==> src/rtl/ahb_lite_decoder_mux_pkg.sv <==
// ahb_lite_defs: shared AHB-Lite types and default slave region bases
package ahb_lite_defs;
  typedef enum logic [1:0] {IDLE = 2'd0, BUSY = 2'd1, NONSEQ = 2'd2, SEQ = 2'd3} htrans_t;
  typedef enum logic {OKAY = 1'b0, ERROR = 1'b1} hresp_t;
  typedef enum logic [1:0] {NONE, S0, S1, DEF} dsel_t;
  typedef enum logic [1:0] {DEF_IDLE, DEF_ERR1, DEF_ERR2} def_state_t;
  localparam logic [31:0] S0_BASE_DEF = 32'h0000_0000;
  localparam logic [31:0] S1_BASE_DEF = 32'h0000_1000;
endpackage

==> src/rtl/ahb_lite_decoder_mux_default_slave.sv <==
// ahb_lite_default_slave: two-cycle ERROR responder with saturating error counter
module ahb_lite_default_slave
  import ahb_lite_defs::*;
(
  input  logic       HCLK,
  input  logic       HRESETn,
  input  logic       accept_err,
  output logic       def_hready,
  output logic       def_hresp,
  output logic [7:0] err_count
);
  def_state_t state, state_nxt;
  always_ff @(posedge HCLK or negedge HRESETn)
    if (!HRESETn) begin
      state     <= DEF_IDLE;
      err_count <= '0;
    end else begin
      state <= state_nxt;
      if (accept_err && err_count != 8'hFF) err_count <= err_count + 8'd1;
    end
  always_comb begin
    state_nxt = DEF_IDLE;
    state_nxt = state == DEF_ERR1 ? DEF_ERR2 : accept_err ? DEF_ERR1 : DEF_IDLE;
  end
  assign def_hready = state != DEF_ERR1;
  assign def_hresp  = state != DEF_IDLE;
endmodule

==> src/rtl/ahb_lite_decoder_mux.sv <==
// ahb_lite_decoder_mux: AHB-Lite address decoder and data-phase response mux
module ahb_lite_decoder_mux
  import ahb_lite_defs::*;
#(
  parameter int ADDR_W = 32,
  parameter int DATA_W = 32,
  parameter int REGION_BITS = 12,
  parameter logic [ADDR_W-1:0] S0_BASE = ADDR_W'(S0_BASE_DEF),
  parameter logic [ADDR_W-1:0] S1_BASE = ADDR_W'(S1_BASE_DEF)
) (
  input  logic              HCLK,
  input  logic              HRESETn,
  input  logic [ADDR_W-1:0] HADDR,
  input  logic [1:0]        HTRANS,
  output logic              HSEL0,
  output logic              HSEL1,
  input  logic              HREADYOUT0,
  input  logic              HREADYOUT1,
  input  logic              HRESP0,
  input  logic              HRESP1,
  input  logic [DATA_W-1:0] HRDATA0,
  input  logic [DATA_W-1:0] HRDATA1,
  output logic              HREADY,
  output logic              HRESP,
  output logic [DATA_W-1:0] HRDATA,
  output logic [7:0]        err_count
);
  dsel_t dsel;
  logic  match0, match1, accept_err, def_hready, def_hresp, unused;
  assign unused = ^{HADDR[REGION_BITS-1:0], HTRANS[0]};
  assign match0 = HADDR[ADDR_W-1:REGION_BITS] == S0_BASE[ADDR_W-1:REGION_BITS];
  assign match1 = HADDR[ADDR_W-1:REGION_BITS] == S1_BASE[ADDR_W-1:REGION_BITS];
  assign HSEL0 = match0;
  assign HSEL1 = match1 & ~match0;
  assign accept_err = HREADY & ~match0 & ~match1 & HTRANS[1];
  always_ff @(posedge HCLK or negedge HRESETn)
    if (!HRESETn) dsel <= NONE;
    else if (HREADY) dsel <= HSEL0 ? S0 : HSEL1 ? S1 : HTRANS[1] ? DEF : NONE;
  assign HREADY = dsel == S0 ? HREADYOUT0 : dsel == S1 ? HREADYOUT1 : dsel == DEF ? def_hready : 1'b1;
  assign HRESP  = dsel == S0 ? HRESP0 : dsel == S1 ? HRESP1 : dsel == DEF ? def_hresp : 1'b0;
  assign HRDATA = dsel == S0 ? HRDATA0 : dsel == S1 ? HRDATA1 : '0;
  ahb_lite_default_slave u_def (
    .HCLK      (HCLK),
    .HRESETn   (HRESETn),
    .accept_err(accept_err),
    .def_hready(def_hready),
    .def_hresp (def_hresp),
    .err_count (err_count)
  );
endmodule
==> config.mk <==
export PLATFORM = sky130hd
export DESIGN_NAME = ahb_lite_decoder_mux
export DESIGN_NICKNAME = d
export VERILOG_FILES = /design/src/rtl/ahb_lite_decoder_mux_pkg.sv /design/src/rtl/ahb_lite_decoder_mux_default_slave.sv /design/src/rtl/ahb_lite_decoder_mux.sv
export SDC_FILE = /design/constraint.sdc
export NUM_CORES = 1
export LEC_CHECK = 0
export ABC_AREA = 1
export CAP_MARGIN = 0
export CORE_UTILIZATION = 25
export DETAILED_ROUTE_END_ITERATION = 7
export HOLD_SLACK_MARGIN = 0.03
export PLACE_DENSITY = 0.81
export SETUP_SLACK_MARGIN = 0.3
export SLEW_MARGIN = 5
export SYNTH_ARGS = -nofsm -noshare
export SYNTH_HDL_FRONTEND = slang
export SYNTH_SLANG_ARGS = --single-unit
==> constraint.sdc <==
create_clock -name HCLK -period 1.74 [get_ports HCLK]
set_input_delay 0.348 -clock HCLK [delete_from_list [all_inputs] [get_ports HCLK]]
set_output_delay 0.348 -clock HCLK [all_outputs]
set_load 0.005 [all_outputs]
==> flow_summary.toml, run 1 <==
[status]
status = "finished, violations left"
violations = "negative setup slack"

[power]
cellLeakagePower_nw = 1.405
vdd_ir_drop_max_mv = 0.6383
power_frac_seq = 0.140
pwr_density_cell_mw_per_mm2 = 1148
p_int_w = 0.002004
clockPowerShare = 0.077
power_frac_comb = 0.784
swShare = 0.3936
switchingPower_w = 0.001301

[clocking]
h-tree-depth = 1
cts_sinks = 12
insertion_delay_ns = 0.24
cts_buffers = 3
max-clock-path-buffers = 2
clk_pin_slew_worst_paths_ns = 0.05
cts_tree = "yes"
root_buffer = "clkbuf_8"

[timing]
finalCriticalPeriod_ns = 1.744
setup_ws_ns = -0.003619
fin_crit_sh = 1.002
rsz0062_at_grt = "yes"
worst_hold_slack_ns = 0.4700
slew_headroom = 0.6267
setup_violations = 3
finalMaxSlewViolations = 0
timing.fmax_mhz = 573.5
finalClockSkew_ns = 0.003608
hold_viol = 0
worst_pin_slew_ns = 0.5583

[global_routing]
grtUsageTotal = 0.2221
antenna_found_initial = 0
grt_pass1_wl_um = 7672
grt_max_degree = 34
grt_overflow = 0
grt_pass1_vias = 1631

[layout]
fill_cells = 330
finish.utilization = 0.6944
syn_to_final_growth_pct = 159.0
layout.nets = 419
fin_area_sq_mm = 0.002878
drive_gt1_frac = 0.4647
antenna_cells = 0

[synth]
synth_top_family_by_area = "simple AND/OR/NAND/NOR gates"
syn_inst = 143
synth_fp_nets = 248
synth_compound_gate_area_share = 0.2748
synthXorXnorAreaFrac = 0.04730
synth.distinct_cells = 24
synthSimpleGateAreaFrac = 0.3356
ys_top_cells_by_area = "dfrtp_1 (27%), a22o_1 (25%), nand2_1 (9.1%)"
ys_warn_count = 0
synth_top_area_cell = "dfrtp_1"
yosys_register_bits = 12
yosys.area_share.adder = 0.01126
ys_seq_area_frac = 0.2703
yosys-mux-area-fraction = 0
avgSynthCellArea_sq_um = 7.770
synth_area_sq_mm = 0.001111
synth_top_area_frac = 0.2703

[placement]
port_buffers = 134
postPlaceCellArea_sq_mm = 0.002580
pre_cts_slack_ns = -0.3577
gp_congestion = 0.7825
dp_hpwl_um = 3748

[floorplanning]
design.die.area_sq_mm = 0.004715
die_h_um = 68.67
start_util = 0.2681
boundaryPins = 148
row_count = 23
coreArea_sq_mm = 0.004144
die_w_um = 68.67

[job]
maxCapViolCount = 0

[critical_path]
crit_fanout = 8
reg2reg_from = "dsel[1]$_DFFE_PN0N_"
end_kind = "output port"
cp_data_required_time_ns = 1.39
cp-startpoint = "dsel[1]$_DFFE_PN0N_"
crit_arrival_ns = 1.40
startpoint_type = "register"
crit_type = "register to output port"

[drt]
avgViaCountPerCell = 4.867
drtPass1Iterations = 4
routed_wl_um = 6047
drc = 0
wl_per_cell_um = 16.70
ant_nets = 0
vias = 1762
drtIter0Drc = 47

[hold_path]
worstHoldPathType = "input port to asynchronous set/reset pin"
## area by class of cell
type	count	area [sq um]	share of cell area
Clock buffer	3	41.29	0.01435
Inverter	10	37.54	0.01304
Tap cell	50	62.56	0.02174
Timing Repair Buffer	171	1520	0.5283
Multi-Input combinational cell	116	909.6	0.3161
Sequential cell	12	306.5	0.1065
## repair_timing
item / CTS / global route
endpoints found under the setup margin: 55 / 48
pin swaps: 24 / 27
gates cloned: 3 / 1
gates resized for setup: 188 / 65
buffers inserted: 22 / 3
hold buffers: 0 / 0
hold endpoints to repair: 0 / 0
## cells in the final DEF, fill, tap and decap left out, types with 2 or more instances in the layout
cell type        synthesis  layout
inv_1                   10       6
nand3_1                 14      12
xor2_1                   3       3
buf_2                    6      26
clkdlybuf4s50_1          0      70
nor2_1                  15       6
clkdlybuf4s15_1          0       2
dlygate4sd2_1            0       9
dfrtp_2                  0       5
buf_12                   0       3
clkbuf_8                 0       3
dfrtp_1                 12       7
nand2_1                 27      12
nand3_2                  1       2
buf_6                    0      16
nor2_2                   4       8
nand2_8                  0       2
nand2_2                  2      16
nor2_4                   1       7
xnor2_1                  3       3
buf_4                    0      21
buf_16                   0       2
a22o_1                  32      32
clkbuf_2                 0      20
inv_2                    0       4
## cell usage after synthesis
cell and number:
o21ai_2 1, nor2_8 1, a31oi_1 1, nand4_4 1
nand2_4 2, xnor2_1 3, nor3_1 2, o21ai_0 1
a21oi_1 1, inv_1 10, nor2_4 1, nand2_1 27
nand3_2 1, xor2_1 3, buf_2 6, or2_1 1
nor2_2 4, ha_1 1, and2_1 1, nand3_1 14
nand2_2 2, dfrtp_1 12, nor2_1 15, a22o_1 32
## power groups by stage
stage,Clock (W),Combinational (W),Sequential [W]
6_report,0.000253,0.00259,0.000461
5_1_grt,0.000279,0.00278,0.000475
4_1_cts,0.000253,0.00237,0.000451
3_5_place_dp,0,0.00215,0.000483
3_3_place_gp,0,0.00213,0.000473
2_1_floorplan,0,0.000903,0.000462
## through the flow
step / instances / TNS, ns / power [W]
after floorplan: 143 / 0 / 0.001365
after global placement: 330 / -3.086 / 0.002606
after detailed placement: 330 / -3.854 / 0.002637
after CTS: 358 / -0.6826 / 0.003078
after global routing: 362 / -1.681 / 0.003534
final: 362 / -0.007693 / 0.003304
## flip-flops by register name, summed over array words and instances (netlist names)
register and count:
u_def.state 2, u_def.err_count 8, dsel 2
## cells by family (layout without fill, tap and decap cells)
family                   after synthesis  in the layout
AO/OA/AOI/OAI                         36             36
XOR/XNOR                               6              6
adder cells (fa/ha/maj)                1              1
buffers and inverters                 16            184
flip-flops                            12             12
AND/OR/NAND/NOR                       72             73
## critical path: stages, from the launching register on
cell     delay [ns]
dfrtp_2        0.44
nand2_2        0.09
inv_2          0.06
buf_6          0.12
buf_16         0.13
a22o_1         0.20
buf_2          0.13
## path summary, 6_finish.rpt
kind | to | slack, ns | depth (start not counted)
min | u_def.err_count[4]$_DFFE_PN0P_ | 0.47 | 1
max reg2reg | u_def.err_count[5]$_DFFE_PN0P_ | 0.09 | 12
max | HRDATA[1] | -0.004 | 6
min in group HCLK | u_def.state[1]$_DFF_PN0_ | 0.49 | 1
max in group asynchronous | dsel[1]$_DFFE_PN0N_ | 0.87 | 1
min reg2reg | u_def.state[1]$_DFF_PN0_ | 0.49 | 1
## layer usage
layer	global-route usage	wire length, um	up-vias
li1	-	-	848
met1	0.2203	2002	805
met2	0.4424	3281	91
met3	0.04934	579	18
met4	0.07813	184	0
met5	0	0	-
(Power assumes the default switching activity.)
==> run 2: changes to the inputs <==
--- a/config.mk
+++ b/config.mk
@@ -9,8 +9,10 @@
 export CAP_MARGIN = 0
 export CORE_UTILIZATION = 25
 export DETAILED_ROUTE_END_ITERATION = 7
+export GPL_ROUTABILITY_DRIVEN = 0
 export HOLD_SLACK_MARGIN = 0.03
 export PLACE_DENSITY = 0.81
+export REMOVE_ABC_BUFFERS = 1
 export SETUP_SLACK_MARGIN = 0.3
 export SLEW_MARGIN = 5
 export SYNTH_ARGS = -nofsm -noshare
==> run 2 against run 1 <==
Effect of this change:
- the run still ends with negative setup slack left
- final cell count is 0.28% lower
- sequential power is 1% higher
- routed wire length is 6.1% lower
- register-to-register slack worse by 0.05 ns
- critical path type unchanged
- critical endpoint is now HRDATA[10]
- largest cell class unchanged
- largest power group unchanged
==> flow_summary.toml, run 2 (same netlist as run 1, synthesis figures left out) <==
[critical_path]
max_stage_delay_ns = 0.45
cp_num_buf_inv = 4
crit_fanout = 6
crit_type = "register to output port"
cp_cell_sequence = "nand2_4, inv_4, buf_6, buf_12, a22o_1, buf_2"
cpLargestDelayFamily = "flip-flops"
end_kind = "output port"
startpoint_type = "register"
cp_data_required_time_ns = 1.39
crit_arrival_ns = 1.42
crit_path_top_delay_cell = "dfrtp_2"

[layout]
layout_commonest_cell = "clkdlybuf4s50_1"
largest_reg_flops = 8
final_cell_mix = "clkdlybuf4s50_1 (69), buf_2 (45), a22o_1 (32), nand2_1 (21), buf_4 (20)"
drive_gt1_frac = 0.4084
top_register = "u_def.err_count"
top_regs = "u_def.err_count (8), dsel (2), u_def.state (2)"
syn_to_final_growth_pct = 153.0
antenna_cells = 0
layout.nets = 417

[global_routing]
grt_pass1_wl_um = 7893
grt_util_met2 = 0.4657
grt_max_degree = 13
gr-usage-met3 = 0.06086
antenna_found_initial = 0
grt_overflow = 0
grt_pass1_vias = 1726
grtUsageTotal = 0.2258
grt_busiest_layer = "met2"
globalRouteMet1Util = 0.2163

[drt]
avgViaCountPerCell = 4.878
routed_wl_um = 5680
ant_nets = 0
drc = 0
drtIter0Drc = 52
drtPass1Iterations = 4
wl_per_cell_um = 15.73
vias = 1761

[clocking]
cts_hold_buf = 0
h-tree-depth = 1
clk_pin_slew_worst_paths_ns = 0.06
cts_tree = "yes"
insertion_delay_ns = 0.24
cts_buffers = 3
cts_sinks = 12
root_buffer = "clkbuf_8"
max-clock-path-buffers = 2

[floorplanning]
boundaryPins = 148
design.die.area_sq_mm = 0.004715
die_h_um = 68.67
die_w_um = 68.67
coreArea_sq_mm = 0.004144
start_util = 0.2681
row_count = 23

[timing]
setup_tns_ns = -0.09497
slew_headroom = 0.6414
hold_viol = 0
worst_pin_slew_ns = 0.5361
finalMaxSlewViolations = 0
setup_ws_ns = -0.02574
rsz0062_at_grt = "yes"
worst_hold_slack_ns = 0.4527
finalClockSkew_ns = 0.003485
setup_violations = 10
fin_crit_sh = 1.015
timing.fmax_mhz = 566.3
finalCriticalPeriod_ns = 1.766

[power]
pwr_density_cell_mw_per_mm2 = 1193
vdd_ir_drop_max_mv = 0.5048
cellLeakagePower_nw = 1.438
fin_total_pwr_w = 0.003353

[job]
maxCapViolCount = 0

[hold_path]
worstHoldPathType = "input port to asynchronous set/reset pin"

[placement]
port_buffers = 134
dp_hpwl_um = 3951

[status]
status = "finished, violations left"
violations = "negative setup slack"
-- run 2: changes by cell type in the layout (fill, tap and decap cells not counted), moves of 4 or more --
cell and change:
nand2_1 +9, nand2_2 -11, clkbuf_2 -15, nor2_1 +6
buf_2 +19, buf_6 -4
-- run 2: final timing paths --
path / depth (start not counted) / to / from / slack, ns
worst max-delay path: 6 / HRDATA[10] / dsel[1]$_DFFE_PN0N_ / -0.03
min in group HCLK: 1 / u_def.state[1]$_DFF_PN0_ / u_def.state[1]$_DFF_PN0_ / 0.48
worst min-delay path: 1 / u_def.err_count[3]$_DFFE_PN0P_ / HRESETn / 0.45
worst min register to register: 1 / u_def.state[1]$_DFF_PN0_ / u_def.state[1]$_DFF_PN0_ / 0.48
worst max register to register: 12 / u_def.err_count[1]$_DFFE_PN0P_ / dsel[1]$_DFFE_PN0N_ / 0.04
max in group asynchronous: 1 / dsel[1]$_DFFE_PN0N_ / HRESETn / 0.90
-- run 2: final cells by class --
| type | instances | area (sq um) |
|---|---|---|
| inverter | 10 | 40.04 |
| tap | 50 | 62.56 |
| clock buffer | 4 | 55.05 |
| fill | 353 | 1333 |
| multi-input combinational | 116 | 868.3 |
| sequential | 12 | 306.5 |
| timing repair buffer | 169 | 1479 |
-- run 2: stage by stage --
stage | cells | area (sq um) | utilization | worst slack, ns
floorplan | 137 | 1081 | - | -0.3387
global placement | 332 | 2582 | 0.6232 | -0.3435
detailed placement | 332 | 2582 | 0.6232 | -0.3784
CTS | 359 | 2733 | 0.6594 | 0.006876
global route | 361 | 2811 | 0.6784 | -0.06394
finish | 361 | 2811 | 0.6784 | -0.02574
-- run 2: layer usage --
| metal | wire length (um) | part of all wire | up-vias |
|---|---|---|---|
| met2 | 3032 | 0.53 | 103 |
| met4 | 106 | 0.019 | 0 |
| met3 | 589 | 0.10 | 18 |
| met1 | 1952 | 0.34 | 795 |
| li1 | - | - | 845 |
| met5 | 0 | 0 | - |
-- run 2: power breakdown --
part	total, W	switching [W]	internal [W]	leakage, nW
Combinational	0.00257	0.00111	0.00146	1.26
Sequential	0.000467	0.0000860	0.000381	0.148
Clock	0.000317	0.000117	0.000200	0.0288
Total	0.00335	0.00131	0.00204	1.44
-- run 2: repair_timing --
item	CTS	global route
pin swaps	25	17
endpoints found under the hold margin	0	0
endpoints found under the setup margin	53	50
cloned	5	0
resized for setup	226	29
setup buffers	18	2
==> run 3: changes to the inputs <==
--- a/config.mk
+++ b/config.mk
@@ -14,6 +14,7 @@
 export PLACE_DENSITY = 0.81
 export REMOVE_ABC_BUFFERS = 1
 export SETUP_SLACK_MARGIN = 0.3
+export SKIP_CTS_REPAIR_TIMING = 1
 export SLEW_MARGIN = 5
 export SYNTH_ARGS = -nofsm -noshare
 export SYNTH_HDL_FRONTEND = slang
==> run 3 against run 2 <==
Effect of this change:
- the flow still finishes with violations (negative setup slack)
- worst hold slack got worse by 0.0042 ns
- count of clock-buffer cells in the layout did not move
- critical path depth did not move
- sequential share of layout area fell by 0.17 points
- first-iteration DRC count rose by 19%
- clock power fell by 3%
- die area did not move
- utilization rose by 1.3 points
- via count fell by 1.1%
- total power rose by 1.0%
==> flow_summary.toml, run 3 (same netlist as run 1, synthesis figures left out) <==
[status]
status = "finished, violations left"
violations = "negative setup slack"

[timing]
hold_viol = 0
slew_headroom = 0.6523
setup_violations = 13
timing.fmax_mhz = 568.7
fin_crit_sh = 1.011
setup_ws_ns = -0.01851
finalMaxSlewViolations = 0
finalClockSkew_ns = 0.003198
rsz0062_at_grt = "yes"
finalCriticalPeriod_ns = 1.759
setup_tns_ns = -0.09992
worst_pin_slew_ns = 0.5200

[critical_path]
reg2reg_from = "dsel[0]$_DFFE_PN0N_"
startpoint_type = "register"
crit_arrival_ns = 1.41
rr_worst_depth = 11
crit_type = "register to output port"
cp_data_required_time_ns = 1.39
cp-startpoint = "dsel[0]$_DFFE_PN0N_"
cp_num_buf_inv = 4
end_kind = "output port"
cp_cell_sequence = "inv_2, nor2_4, buf_12, buf_4, a22o_1, clkbuf_2"
cpLargestDelayFamily = "buffers and inverters"
crit_fanout = 7
crit_path_top_delay_cell = "dfrtp_1"
r2r_setup_slack_ns = 0.18
max_stage_delay_ns = 0.38
rr_endpoint = "u_def.err_count[4]$_DFFE_PN0P_"

[layout]
final_cell_mix = "clkdlybuf4s50_1 (70), clkbuf_2 (42), a22o_1 (32), buf_4 (21), nand2_1 (20)"
drive_gt1_frac = 0.4110
largest_reg_flops = 8
top_regs = "u_def.err_count (8), dsel (2), u_def.state (2)"
fill_cells = 327
top_register = "u_def.err_count"
syn_to_final_growth_pct = 158.0
finish.utilization = 0.6917
antenna_cells = 0
fin_area_sq_mm = 0.002867
layout.nets = 415
layout_commonest_cell = "clkdlybuf4s50_1"

[hold_path]
worstHoldPathType = "input port to asynchronous set/reset pin"

[global_routing]
gr-usage-met3 = 0.05099
globalRouteMet1Util = 0.1843
grt_pass1_wl_um = 6630
grtUsageTotal = 0.1899
grt_busiest_layer = "met2"
grt_util_met2 = 0.3860
antenna_found_initial = 0
grt_max_degree = 25
grt_pass1_vias = 1500
grt_overflow = 0

[power]
vdd_ir_drop_max_mv = 0.5565
cellLeakagePower_nw = 1.556
swShare = 0.3849
switchingPower_w = 0.001304
clockPowerShare = 0.091
p_int_w = 0.002083
power_frac_seq = 0.138
pwr_density_cell_mw_per_mm2 = 1182
fin_total_pwr_w = 0.003387
power_frac_comb = 0.771

[floorplanning]
boundaryPins = 148
die_w_um = 68.67
start_util = 0.2681
die_h_um = 68.67
row_count = 23
design.die.area_sq_mm = 0.004715
coreArea_sq_mm = 0.004144

[clocking]
clk_pin_slew_worst_paths_ns = 0.05
max-clock-path-buffers = 2
root_buffer = "clkbuf_8"
cts_buffers = 3
cts_tree = "yes"
h-tree-depth = 1
cts_sinks = 12
insertion_delay_ns = 0.24

[drt]
ant_nets = 0
routed_wl_um = 5743
drtIter0Drc = 62
avgViaCountPerCell = 4.852
drtPass1Iterations = 4
drc = 0
vias = 1742
wl_per_cell_um = 16.00

[job]
maxCapViolCount = 0

[placement]
postPlaceCellArea_sq_mm = 0.002582
dp_hpwl_um = 3951
port_buffers = 134
## run 3: power by group through the flow
stage	registers (W)	logic (W)	clock network, W
after floorplan	0.000462	0.000857	0
after global placement	0.000473	0.00214	0
final	0.000468	0.00261	0.000307
after detailed placement	0.000482	0.00218	0
after global routing	0.000480	0.00279	0.000321
after CTS	0.000478	0.00219	0.000308
## run 3: how the worst max path moves through the flow
stage / to / slack (ns) / depth (start not counted)
final: HRDATA[4] / -0.02 / 6
after detailed placement: HSEL1 / -0.38 / 7
after global placement: HSEL1 / -0.34 / 7
after floorplan: HRDATA[0] / -0.34 / 2
after global routing: HRDATA[4] / -0.07 / 6
after CTS: HRDATA[10] / -0.39 / 6
## run 3: area by class of cell
type / instances / area [sq um] / share of cell area
clock buffer: 4 / 55.05 / 0.01921
timing repair buffer: 167 / 1529 / 0.5334
tap: 50 / 62.56 / 0.02182
inverter: 10 / 45.04 / 0.01571
sequential: 12 / 307.8 / 0.1074
multi-input combinational: 116 / 867.1 / 0.3025
## run 3: through the flow
step	setup slack [ns]	hold WS [ns]	instances
after global placement	-0.3435	0.4359	332
after global routing	-0.07092	0.4863	359
after detailed placement	-0.3784	0.4459	332
after floorplan	-0.3387	0.05241	137
after CTS	-0.3917	0.4540	336
final	-0.01851	0.4485	359
## run 3: routing by layer
layer / share of wire / wire length (um)
met5: 0 / 0
met4: 0.0071 / 41
met3: 0.092 / 527
met1: 0.36 / 2067
met2: 0.54 / 3107
